$ cat src/rtl/csl_sequencer.sv
// Column-select-line sequencer: settle, pulse a column or a read group, recover; optional burst over all groups.
// Latency accept->done = SETTLE_CYC+PULSE_CYC+1 per group; req_ready only in IDLE; CSL_in low aborts.
module csl_sequencer #(
  parameter int NWORD      = 6,
  parameter int NGRP       = 3,
  parameter int SETTLE_CYC = 2,
  parameter int PULSE_CYC  = 4
) (
  input  logic                  clk,
  input  logic                  rst_n,
  input  logic                  req_valid,
  output logic                  req_ready,
  input  logic                  req_read,
  input  logic                  req_burst,
  input  logic [NWORD-1:0]      req_adr,
  input  logic                  CSL_in,
  output logic [2**NWORD-1:0]   CSL_out,
  output logic                  sense_strobe,
  output logic [NGRP-1:0]       grp_idx,
  output logic                  done,
  output logic                  abort
);

  localparam int NCOL = 2**NWORD;
  localparam int B    = 2**(NWORD-NGRP);
  localparam int CMAX = (SETTLE_CYC > PULSE_CYC) ? SETTLE_CYC : PULSE_CYC;
  localparam int CW   = $clog2(CMAX+1);
  localparam logic [NCOL-1:0] GRP_MASK = {{(NCOL-B){1'b0}}, {B{1'b1}}};

  typedef enum logic [1:0] {IDLE, SETTLE, ACTIVE, RECOVER} state_t;

  state_t            r_state, w_state;
  logic [CW-1:0]     r_cnt, w_cnt;
  logic [NGRP-1:0]   r_grp, w_grp;
  logic [NGRP-1:0]   r_left, w_left;
  logic              r_read, w_read;
  logic [NWORD-1:0]  r_adr, w_adr;
  logic [NCOL-1:0]   r_csl, w_csl;
  logic              r_strobe, w_strobe;
  logic              r_done, w_done;
  logic              r_abort, w_abort;
  logic [NCOL-1:0]   w_pat;

  always_ff @(posedge clk or negedge rst_n) begin
    if (!rst_n) begin
      r_state  <= IDLE;
      r_cnt    <= '0;
      r_grp    <= '0;
      r_left   <= '0;
      r_read   <= 1'b0;
      r_adr    <= '0;
      r_csl    <= '0;
      r_strobe <= 1'b0;
      r_done   <= 1'b0;
      r_abort  <= 1'b0;
    end else begin
      r_state  <= w_state;
      r_cnt    <= w_cnt;
      r_grp    <= w_grp;
      r_left   <= w_left;
      r_read   <= w_read;
      r_adr    <= w_adr;
      r_csl    <= w_csl;
      r_strobe <= w_strobe;
      r_done   <= w_done;
      r_abort  <= w_abort;
    end
  end

  // Select pattern for the current operation: a group of B adjacent columns on read, one column on program.
  always_comb begin
    if (r_read) w_pat = GRP_MASK << (int'(r_grp) * B);
    else        w_pat = NCOL'(1) << r_adr;
  end

  always_comb begin
    w_state  = r_state;
    w_cnt    = r_cnt;
    w_grp    = r_grp;
    w_left   = r_left;
    w_read   = r_read;
    w_adr    = r_adr;
    w_csl    = '0;
    w_strobe = 1'b0;
    w_done   = 1'b0;
    w_abort  = 1'b0;
    if (r_state != IDLE && !CSL_in) begin
      w_state = IDLE;
      w_cnt   = '0;
      w_abort = 1'b1;
    end else begin
      case (r_state)
        IDLE: begin
          if (req_valid && CSL_in) begin
            w_state = SETTLE;
            w_cnt   = CW'(SETTLE_CYC-1);
            w_read  = req_read;
            w_adr   = req_adr;
            w_grp   = req_adr[NGRP-1:0];
            w_left  = (req_read && req_burst) ? '1 : '0;
          end
        end
        SETTLE: begin
          if (r_cnt == '0) begin
            w_state = ACTIVE;
            w_cnt   = CW'(PULSE_CYC-1);
          end else begin
            w_cnt = r_cnt - 1'b1;
          end
        end
        ACTIVE: begin
          // CSL_out and the strobe are registered, so they trail the state by one cycle.
          w_csl = w_pat;
          if (r_cnt == '0) begin
            w_state  = RECOVER;
            w_strobe = r_read;
          end else begin
            w_cnt = r_cnt - 1'b1;
          end
        end
        RECOVER: begin
          if (r_left == '0) begin
            w_state = IDLE;
            w_done  = 1'b1;
          end else begin
            w_state = SETTLE;
            w_cnt   = CW'(SETTLE_CYC-1);
            w_left  = r_left - 1'b1;
            w_grp   = r_grp + 1'b1;
          end
        end
        default: w_state = IDLE;
      endcase
    end
  end

  assign req_ready    = (r_state == IDLE);
  assign CSL_out      = r_csl;
  assign sense_strobe = r_strobe;
  assign grp_idx      = r_grp;
  assign done         = r_done;
  assign abort        = r_abort;

endmodule
$ cat config.mk
export PLATFORM = sky130hd
export DESIGN_NAME = csl_sequencer
export DESIGN_NICKNAME = d
export VERILOG_FILES = /design/src/rtl/csl_sequencer.sv
export SDC_FILE = /design/constraint.sdc
export NUM_CORES = 1
export LEC_CHECK = 0
export BUFFER_PORTS_ARGS = -buffer_cell sky130_fd_sc_hd__buf_2
export CAP_MARGIN = 20
export CORE_ASPECT_RATIO = 0.5
export CORE_UTILIZATION = 58
export DETAILED_ROUTE_END_ITERATION = 8
export GPL_TIMING_DRIVEN = 1
export PLACE_DENSITY = 0.85
export RECOVER_POWER = 50
export SYNTH_ARGS = -nofsm -noshare
export SYNTH_HDL_FRONTEND = slang
export SYNTH_SLANG_ARGS = --single-unit
$ cat constraint.sdc
create_clock -name clk -period 4.7 [get_ports clk]
set_input_delay 0.47 -clock clk [delete_from_list [all_inputs] [get_ports clk]]
set_output_delay 0.47 -clock clk [all_outputs]
set_load 0.005 [all_outputs]
==> run metrics, run 1 <==
setup bufs post-CTS=0; simple-gate share of the synthesized area=16.57%; Hold Fails Final Rpt=0; maximum vdd drop=0.0004222 V; DRC viols=0; Post-Syn Instances=370; CP required=4.90 ns; core area=a little over 6000 sq um; post-layout util=between 70% and 80%; clock sinks=85; total track usage=26.01%; non-filler cells, final=537; clock-pin transition on the worst setup and hold timing paths=0.06 ns; commonest cells after routing, fill and taps aside=dfrtp_1, nor2_1, a21oi_1, buf_2, clkbuf_1; Yosys top cell area share=56.89%; main combinational cell family by area after synthesis=simple AND/OR/NAND/NOR gates; setup violators final=0; total negative slack=0 ns; global-route wire length before repair=roughly 13 mm; DRT antenna net count=0; Die Ht=58.77 microns; H-tree depth=3; sw power=1.138 mW; fin. max-slew vios=33; Placed Area=4172 sq um; Num CTS Buffers=9; Top Family by Delay on Critical Path=flip-flops; Clock Skew=between 0.006 and 0.007 ns; Max Fclk=0.4175 GHz; Clk Latency, worst-skew pair=0.33 ns; final instance area=4489 sq um; Yosys cell types=42; Pleak=between 2 and 2.5 nW; Max-Cap Viols=1; Flop pwr share=38.3%; drt via density=roughly 5.5; largest net degree at the start of global routing=86; antenna violations before repair=0; PostCTS Resize Cnt=0; worst-path cell chain=clkinv_1 -> a21oi_1 -> nand2b_1 -> nor2_1; drt pass-1 iters=5; largest cells by area after synthesis=dfrtp_1, a21oi_1, nor2_1; worst rel slew slack=-21.31%; Placed Instances=520; Main synth FF type=dfrtp_1; Synth area leader=dfrtp_1; CTS tree=yes; crit path max fanout=66; Antenna Cells=0; crit end category=flip-flop; I/O Pins=83; RSZ-0062 raised after global routing=no; XOR/XNOR share of the synthesized area=0%; hold-fix buffers at CTS=0; Avg WL per Cell=15.70 microns; most common cell after layout, fill and taps aside=dfrtp_1; worst-margin pin slew=1.820 ns; area delta synth->final=20.08%; Tot Pwr=~3 mW; Synth Area in Adders=roughly 5.0%; synthesized area per cell=10.10 sq um; initial core utilization=60.73%; EDFF count, synth=0; Port Buf Inserts=82; CP max stage delay=about 1.1 ns; compound-gate portion of the synthesized area=between 10% and 20%; row cnt=20; Layout Nets=471; CP startpoint kind=flip-flop; clk root buf=clkbuf_16; number of synthesized register bits=85; vias in the first global route=~2,700; RD Place Congestion=0.9416; sequential share of the synthesized area=a little under three fifths; post-DP HPWL=5.439 mm; clk buf depth=2; Worst Path Buf+Inv=1; failing checks=capacitance limit, slew limit; status=finished, violations left; pwr/cell area=652.2 nW/um^2; Clock power frac=25.5%; Period Utilization, post-route=between 50 and 60%; die footprint=about 6800 sq um; final WL=8.432 mm; Syn Nets=397; asr flop ratio synth=100.0%; mux contribution to synthesized area=2.343%; YS warnings=0; Sw Share=38.87%; Comb power frac=36.2%; HP Class=input port to flip-flop; Slowest-stage cell, CP=dfrtp_2; internal power=1.790 mW; gr ovfl total=0; share of cells above drive strength 1=a little over a fifth; total number of vias=2,946; Crit Path Class=flip-flop to flip-flop; initial drt markers=201; min Tclk post-route=between 2 and 2.5 ns; WP data arrival=2.59 ns; die width=approximately 120 microns; Post-Syn Area=between 3000 and 4000 sq um
-- path summary, 6_finish.rpt --
check                      cells past startpoint  slack (ns)          end  startpoint
setup reg to reg                               4        2.30  CSL_out[18]      r_read
max in group asynchronous                      1        3.02    r_left[0]       rst_n
setup / recovery                               4        2.30  CSL_out[18]      r_read
hold / removal                                 2        0.40     r_adr[5]  req_adr[5]
min in group asynchronous                      1        0.63  CSL_out[47]       rst_n
hold reg to reg                                1        0.48     r_cnt[1]    r_cnt[1]
-- state kept, by name (all words and copies together) (netlist names), 2 cells and up --
name	flops
r_adr	6
r_state	2
grp_idx	3
CSL_out	64
r_cnt	3
r_left	3
-- power groups by stage --
stage	registers (mW)	clock network (mW)	logic, mW
5_1_grt	1.15	0.792	1.18
2_1_floorplan	1.02	0	0.806
6_report	1.12	0.748	1.06
4_1_cts	1.11	0.758	1.05
3_5_place_dp	1.12	0	1.02
3_3_place_gp	1.11	0	0.993
-- synth_stat cells, drive strengths merged (2+ instances only) --
cell type and count:
a211oi 3, a21o 5, a21oi 71, and2b 3, buf 10, clkbuf 10, dfrtp 85, ha 15
inv 12, mux2 6, mux2i 2, nand2 10, nand2b 8, nand3 5, nor2 77, nor2b 8
nor3 4, nor3b 4, o21ai 14, o22ai 2, o31ai 2
-- cells by family after synthesis --
logic type / Yosys count
simple gates: 126
compound gates: 103
flops: 85
buf+inv: 33
fa+ha+maj: 15
mux: 8
-- stage by stage --
step | worst slack, ns | hold WS (ns)
floorplan | 3.095 | 0.1744
global placement | 2.549 | 0.4620
detailed placement | 2.395 | 0.4655
CTS | 2.369 | 0.3488
global route | 2.080 | 0.3840
finish | 2.305 | 0.3952
-- cell type report --
class                           count  area, sq um
Inverter                           13        48.80
Fill cell                         458         1667
Clock buffer                       11        242.7
Clock inverter                      5        82.58
Multi-Input combinational cell    252         1464
Tap cell                           88        110.1
Timing Repair Buffer               83        412.9
Sequential cell                    85         2128
-- layer usage --
layer | up-vias | routed length [microns] | track usage, %
met1 | 1383 | 3615 | 34.02
met5 | - | 0 | 0
li1 | 1398 | - | -
met4 | 0 | 126 | 7.792
met3 | 21 | 773 | 8.342
met2 | 144 | 3916 | 42.09
-- worst register-to-register path, cell delays in order (launching register included) --
cell and delay [ns]:
dfrtp_2 1.05, clkinv_1 0.55, a21oi_1 0.24, nand2b_1 0.31
nor2_1 0.11
Note: power is estimated with default switching activity, not from simulation.
==> run 2, diff against run 1 <==
--- a/config.mk
+++ b/config.mk
@@ -8,10 +8,10 @@
 export BUFFER_PORTS_ARGS = -buffer_cell sky130_fd_sc_hd__buf_2
 export CAP_MARGIN = 20
 export CORE_ASPECT_RATIO = 0.5
-export CORE_UTILIZATION = 58
+export CORE_UTILIZATION = 49
 export DETAILED_ROUTE_END_ITERATION = 8
 export GPL_TIMING_DRIVEN = 1
-export PLACE_DENSITY = 0.85
+export PLACE_DENSITY = 0.76
 export RECOVER_POWER = 50
 export SYNTH_ARGS = -nofsm -noshare
 export SYNTH_HDL_FRONTEND = slang
==> constraint.sdc (replaced) <==
create_clock -name clk -period 1.94 [get_ports clk]
set_input_delay 0.194 -clock clk [delete_from_list [all_inputs] [get_ports clk]]
set_output_delay 0.194 -clock clk [all_outputs]
set_load 0.005 [all_outputs]
==> run 2 against run 1 <==
- the run ends with DRC left
- first-iteration DRC count is 31% higher
- die area is 18% higher
- clock power rose to 2.6 times the previous value
- critical endpoint is now r_adr[4]
- highest routed layer unchanged
==> run metrics, run 2 (synthesized netlist as in run 1, its figures left out) <==
status=finished, violations left; failing checks=DRC; Num CTS Buffers=9; setup violators final=0; worst-path cell chain=inv_1 -> ha_2 -> nand3_1 -> mux2_2; area delta synth->final=23.26%; Hold EP=r_adr[3]; Antenna Cells=0; vias in the first global route=2,826; max reg flops=between 60 and 70; RSZ-0062 raised after global routing=no; worst rel slew slack=45.91%; gr ovfl total=0; initial core utilization=50.87%; min Tclk post-route=1.787 ns; H-tree depth=3; Hold Path Stages=2; drt via density=5.340; share of cells above drive strength 1=about a quarter; pre-CTS WS=approximately 0.068 ns; final instance area=4608 sq um; global-route wire length before repair=around 14 mm; setup bufs post-CTS=0; Sw Share=37.97%; die footprint=~8000 sq um; Clock power frac=26.9%; Top Family by Delay on Critical Path=flip-flops; pwr/cell area=1585 nW/um^2; Die Ht=63.77 microns; total number of vias=2,969; reg2reg end=r_adr[4]; Slowest-stage cell, CP=dfrtp_1; clk buf depth=2; Hold Fails Final Rpt=0; Max Fclk=0.5597 GHz; clk root buf=clkbuf_16; sw power=between 2 and 3 mW; hold_sp=req_adr[3]; CP required=2.16 ns; Worst Path Buf+Inv=1; RD Place Congestion=0.8360; worst-margin pin slew=~0.81 ns; FF-to-FF path depth=4; largest net degree at the start of global routing=39; crit path max fanout=10; Max-Cap Viols=0; post-layout util=62.70%; row cnt=22; maximum vdd drop=approximately 0.00092 V; post-DP HPWL=between 5 and 6 mm; R2R Path Start=r_state[1]; crit end category=flip-flop; Placed Area=between 4000 and 5000 sq um; fin. max-slew vios=0; CP max stage delay=0.41 ns; post-route setup slack=approximately 0.15 ns; clock-pin transition on the worst setup and hold timing paths=0.06 ns; DRC viols=5; CTS tree=yes; Pleak=2.350 nW; clock sinks=85; commonest cells after routing, fill and taps aside=dfrtp_1, nor2_1, a21oi_1, buf_2, ha_1; total negative slack=0 ns; internal power=4.531 mW; total track usage=between 20% and 30%; Comb power frac=between 30% and 40%; Crit Path Class=flip-flop to flip-flop; Avg WL per Cell=15.26 microns; core area=7350 sq um; drt pass-1 iters=8; Flop pwr share=roughly 36%; final WL=8.482 mm; CP startpoint kind=flip-flop; Layout Nets=482; HP Class=input port to flip-flop; most common cell after layout, fill and taps aside=dfrtp_1; Port Buf Inserts=82; Period Utilization, post-route=92.10%; WP data arrival=2.01 ns; antenna violations before repair=0; initial drt markers=264; I/O Pins=83; die width=125.5 microns; Clock Skew=~0.0046 ns; Clk Latency, worst-skew pair=between 0.3 and 0.4 ns; setup slack, reg-to-reg=0.15 ns; DRT antenna net count=0
-- run 2: cell count changes in the layout (fill, tap and decap cells not counted), sizes merged --
cell,previous run,this run
dlygate4sd3,0,1
inv,13,14
clkinv,3,2
clkbuf,31,22
bufinv,2,3
buf,63,81
-- run 2: routing by layer --
layer	routed length, microns	vias to the layer above	share of wire, %	global-route usage [%]
met5	0	-	0	0
met4	150	0	1.8	10.21
met3	488	14	5.8	5.695
met2	3840	97	45	34.86
met1	4003	1436	47	32.05
li1	-	1422	-	-
-- run 2: power by group through the flow --
stage               Combinational (mW)  Sequential, mW  Clock, mW
finish                            2.74            2.60       1.97
global route                      3.08            2.66       2.07
CTS                               2.73            2.59       2.01
detailed placement                2.70            2.62          0
global placement                  2.65            2.60          0
floorplan                         1.95            2.48          0
-- run 2: timing repair --
action	CTS	global route
hold buffers	1	0
endpoints found under the hold margin	29	0
setup endpoints to repair	0	45
resized for setup	0	2
-- run 2: worst max-delay path by stage --
| stage | slack, ns | depth (start not counted) | to | start |
|---|---|---|---|---|
| finish | 0.15 | 4 | r_adr[4] | r_state[1] |
| detailed placement | 0.07 | 6 | CSL_out[6] | r_state[0] |
| global placement | 0.15 | 4 | r_read | r_state[0] |
| floorplan | 0.34 | 8 | CSL_out[0] | r_state[0] |
| CTS | 0.04 | 6 | CSL_out[13] | r_state[0] |
| global route | 0.02 | 6 | r_state[0] | r_state[0] |
-- run 2: layout make-up --
class,count,area [sq um]
clock buffer,10,229.0
clock inverter,6,118.9
fill,620,2741
inverter,13,48.80
multi-input combinational,252,1475
sequential,85,2128
tap,96,120.1
timing repair buffer,94,488.0
-- run 2: metrics by stage --
stage	cells	power, mW	hold WS (ns)
6_report	556	7.304	0.1067
5_1_grt	556	7.811	0.1061
3_3_place_gp	539	5.248	0.1565
4_1_cts	556	7.331	0.09762
2_1_floorplan	370	4.433	-0.1016
3_5_place_dp	539	5.317	0.1657
==> run 3, diff against run 2 <==
--- a/config.mk
+++ b/config.mk
@@ -8,11 +8,13 @@
 export BUFFER_PORTS_ARGS = -buffer_cell sky130_fd_sc_hd__buf_2
 export CAP_MARGIN = 20
 export CORE_ASPECT_RATIO = 0.5
+export CORE_MARGIN = 2
 export CORE_UTILIZATION = 49
 export DETAILED_ROUTE_END_ITERATION = 8
 export GPL_TIMING_DRIVEN = 1
 export PLACE_DENSITY = 0.76
 export RECOVER_POWER = 50
+export REMOVE_ABC_BUFFERS = 1
 export SYNTH_ARGS = -nofsm -noshare
 export SYNTH_HDL_FRONTEND = slang
 export SYNTH_SLANG_ARGS = --single-unit
==> run 3 against run 2 <==
- the run now ends clean
- cell area decreased by 0.62%
- worst hold slack worse by 0.012 ns
- global-route usage down 1.6 points
- via count down 2.6%
- setup slack got worse by 0.056 ns
- flip-flop and latch count is the same
- clock skew barely moved
- critical path depth increased by 2
- combinational power rose by 2%
- maximum frequency fell by 3.0%
- critical path type unchanged
- largest power group unchanged
==> run metrics, run 3 (synthesized netlist as in run 1, its figures left out) <==
Hold Fails Final Rpt=0; DRC viols=0; Placed Area=approximately 4300 sq um; Clk Latency, worst-skew pair=0.34 ns; setup violators final=0; vias in the first global route=2,738; initial core utilization=about 51%; total negative slack=0 ns; status=complete, no violations; Period Utilization, post-route=a little over nine tenths; grt met2 use=33.16%; HP Class=input port to flip-flop; Worst Setup EP=CSL_out[16]; internal power=4.344 mW; min Tclk post-route=1.843 ns; CP max stage delay=0.42 ns; RSZ-0062 raised after global routing=yes; Slowest-stage cell, CP=dfrtp_1; area delta synth->final=22.49%; FF-to-FF path depth=6; Clock Skew=0.004935 ns; die footprint=~8400 sq um; clock sinks=85; largest net degree at the start of global routing=86; Num CTS Buffers=9; DRT antenna net count=0; total track usage=21.53%; CP startpoint kind=flip-flop; CP required=2.20 ns; gr ovfl total=0; pre-CTS WS=0.07827 ns; drt pass-1 iters=5; pwr/cell area=1549 nW/um^2; R2R Path Start=r_state[1]; drt via density=5.201; final WL=8.396 mm; Antenna Cells=0; most common cell after layout, fill and taps aside=dfrtp_1; Sw Share=38.77%; worst rel slew slack=24.47%; worst-path cell chain=inv_1 -> ha_2 -> nor2_4 -> and2b_1 -> nand2b_1 -> nor2_1; setup bufs post-CTS=0; sw power=between 2 and 3 mW; Clock power frac=24.5%; RD Place Congestion=0.8376; row cnt=22; worst-margin pin slew=1.133 ns; CTS tree=yes; Crit Path Class=flip-flop to flip-flop; I/O Pins=between 80 and 90; die width=127.5 microns; antenna violations before repair=0; Avg WL per Cell=15.10 microns; post-layout util=62.31%; Max-Cap Viols=0; Comb power frac=39.5%; crit path max fanout=10; clk root buf=clkbuf_16; reg2reg end=CSL_out[16]; crit end category=flip-flop; initial drt markers=256; busiest grt layer=met2; Layout Nets=482; Port Buf Inserts=82; commonest cells after routing, fill and taps aside=dfrtp_1, nor2_1, buf_2, a21oi_1, ha_1; maximum vdd drop=0.0008354 V; Die Ht=65.77 microns; max reg flops=64; Pleak=2.336 nW; Max Fclk=0.5426 GHz; core area=7350 sq um; fin. max-slew vios=0; clock-pin transition on the worst setup and hold timing paths=0.06 ns; Fill cells=600; share of cells above drive strength 1=between 20% and 30%; WP data arrival=2.11 ns; post-route setup slack=0.09719 ns; routing usage on met1=29.41%; global-route wire length before repair=13.58 mm; worst setup path start=r_state[1]; final instance area=4579 sq um; total number of vias=2,892; setup slack, reg-to-reg=~0.1 ns; post-DP HPWL=5.741 mm; H-tree depth=3; met3 usage=7.655%; Flop pwr share=36.0%; clk buf depth=2; final hold slack=about 0.095 ns
run 3: layer usage:
metal | vias to the layer above | share of wire (%)
met1 | 1380 | 46
li1 | 1417 | -
met4 | 0 | 0.98
met2 | 89 | 46
met5 | - | 0
met3 | 6 | 7.3
run 3: layout make-up:
class | instances | area, sq um | share of cell area, %
Sequential cell | 85 | 2128 | 46.48
Multi-Input combinational cell | 252 | 1476 | 32.24
Timing Repair Buffer | 94 | 494.2 | 10.79
Clock buffer | 12 | 256.5 | 5.601
Tap cell | 96 | 120.1 | 2.623
Clock inverter | 4 | 55.05 | 1.202
Inverter | 13 | 48.80 | 1.066
run 3: per-stage QoR:
step	total power [mW]	cells
6_report	7.095	556
5_1_grt	7.609	556
4_1_cts	7.126	556
3_5_place_dp	5.345	539
3_3_place_gp	5.267	539
2_1_floorplan	4.339	350
run 3: timing repair:
item | 4_1_cts | 5_1_grt
hold buffers | 1 | 0
resized for setup | 0 | 2
endpoints found under the setup margin | 0 | 35
hold endpoints to repair | 85 | 0
run 3: power groups by stage:
stage | sequential [mW] | combinational [mW] | clock (mW)
2_1_floorplan | 2.65 | 1.69 | 0
3_3_place_gp | 2.57 | 2.70 | 0
3_5_place_dp | 2.58 | 2.77 | 0
6_report | 2.55 | 2.80 | 1.74
5_1_grt | 2.61 | 3.13 | 1.87
4_1_cts | 2.55 | 2.79 | 1.79
run 3: worst min path at each step:
stage	start	end	depth (start not counted)
after floorplan	rst_n	CSL_out[0]	0
after global placement	rst_n	r_cnt[1]	2
after detailed placement	rst_n	r_cnt[1]	2
after CTS	req_adr[3]	r_adr[3]	2
after global routing	req_adr[3]	r_adr[3]	2
final	req_adr[3]	r_adr[3]	2
run 3: critical path, delay by kind of cell (launching register included):
| family | cells | cell delay (ns) |
|---|---|---|
| buffers and inverters | 1 | 0.15 |
| and+or+nand+nor | 4 | 0.86 |
| DFF | 1 | 0.42 |
| adders and majority gates | 1 | 0.33 |
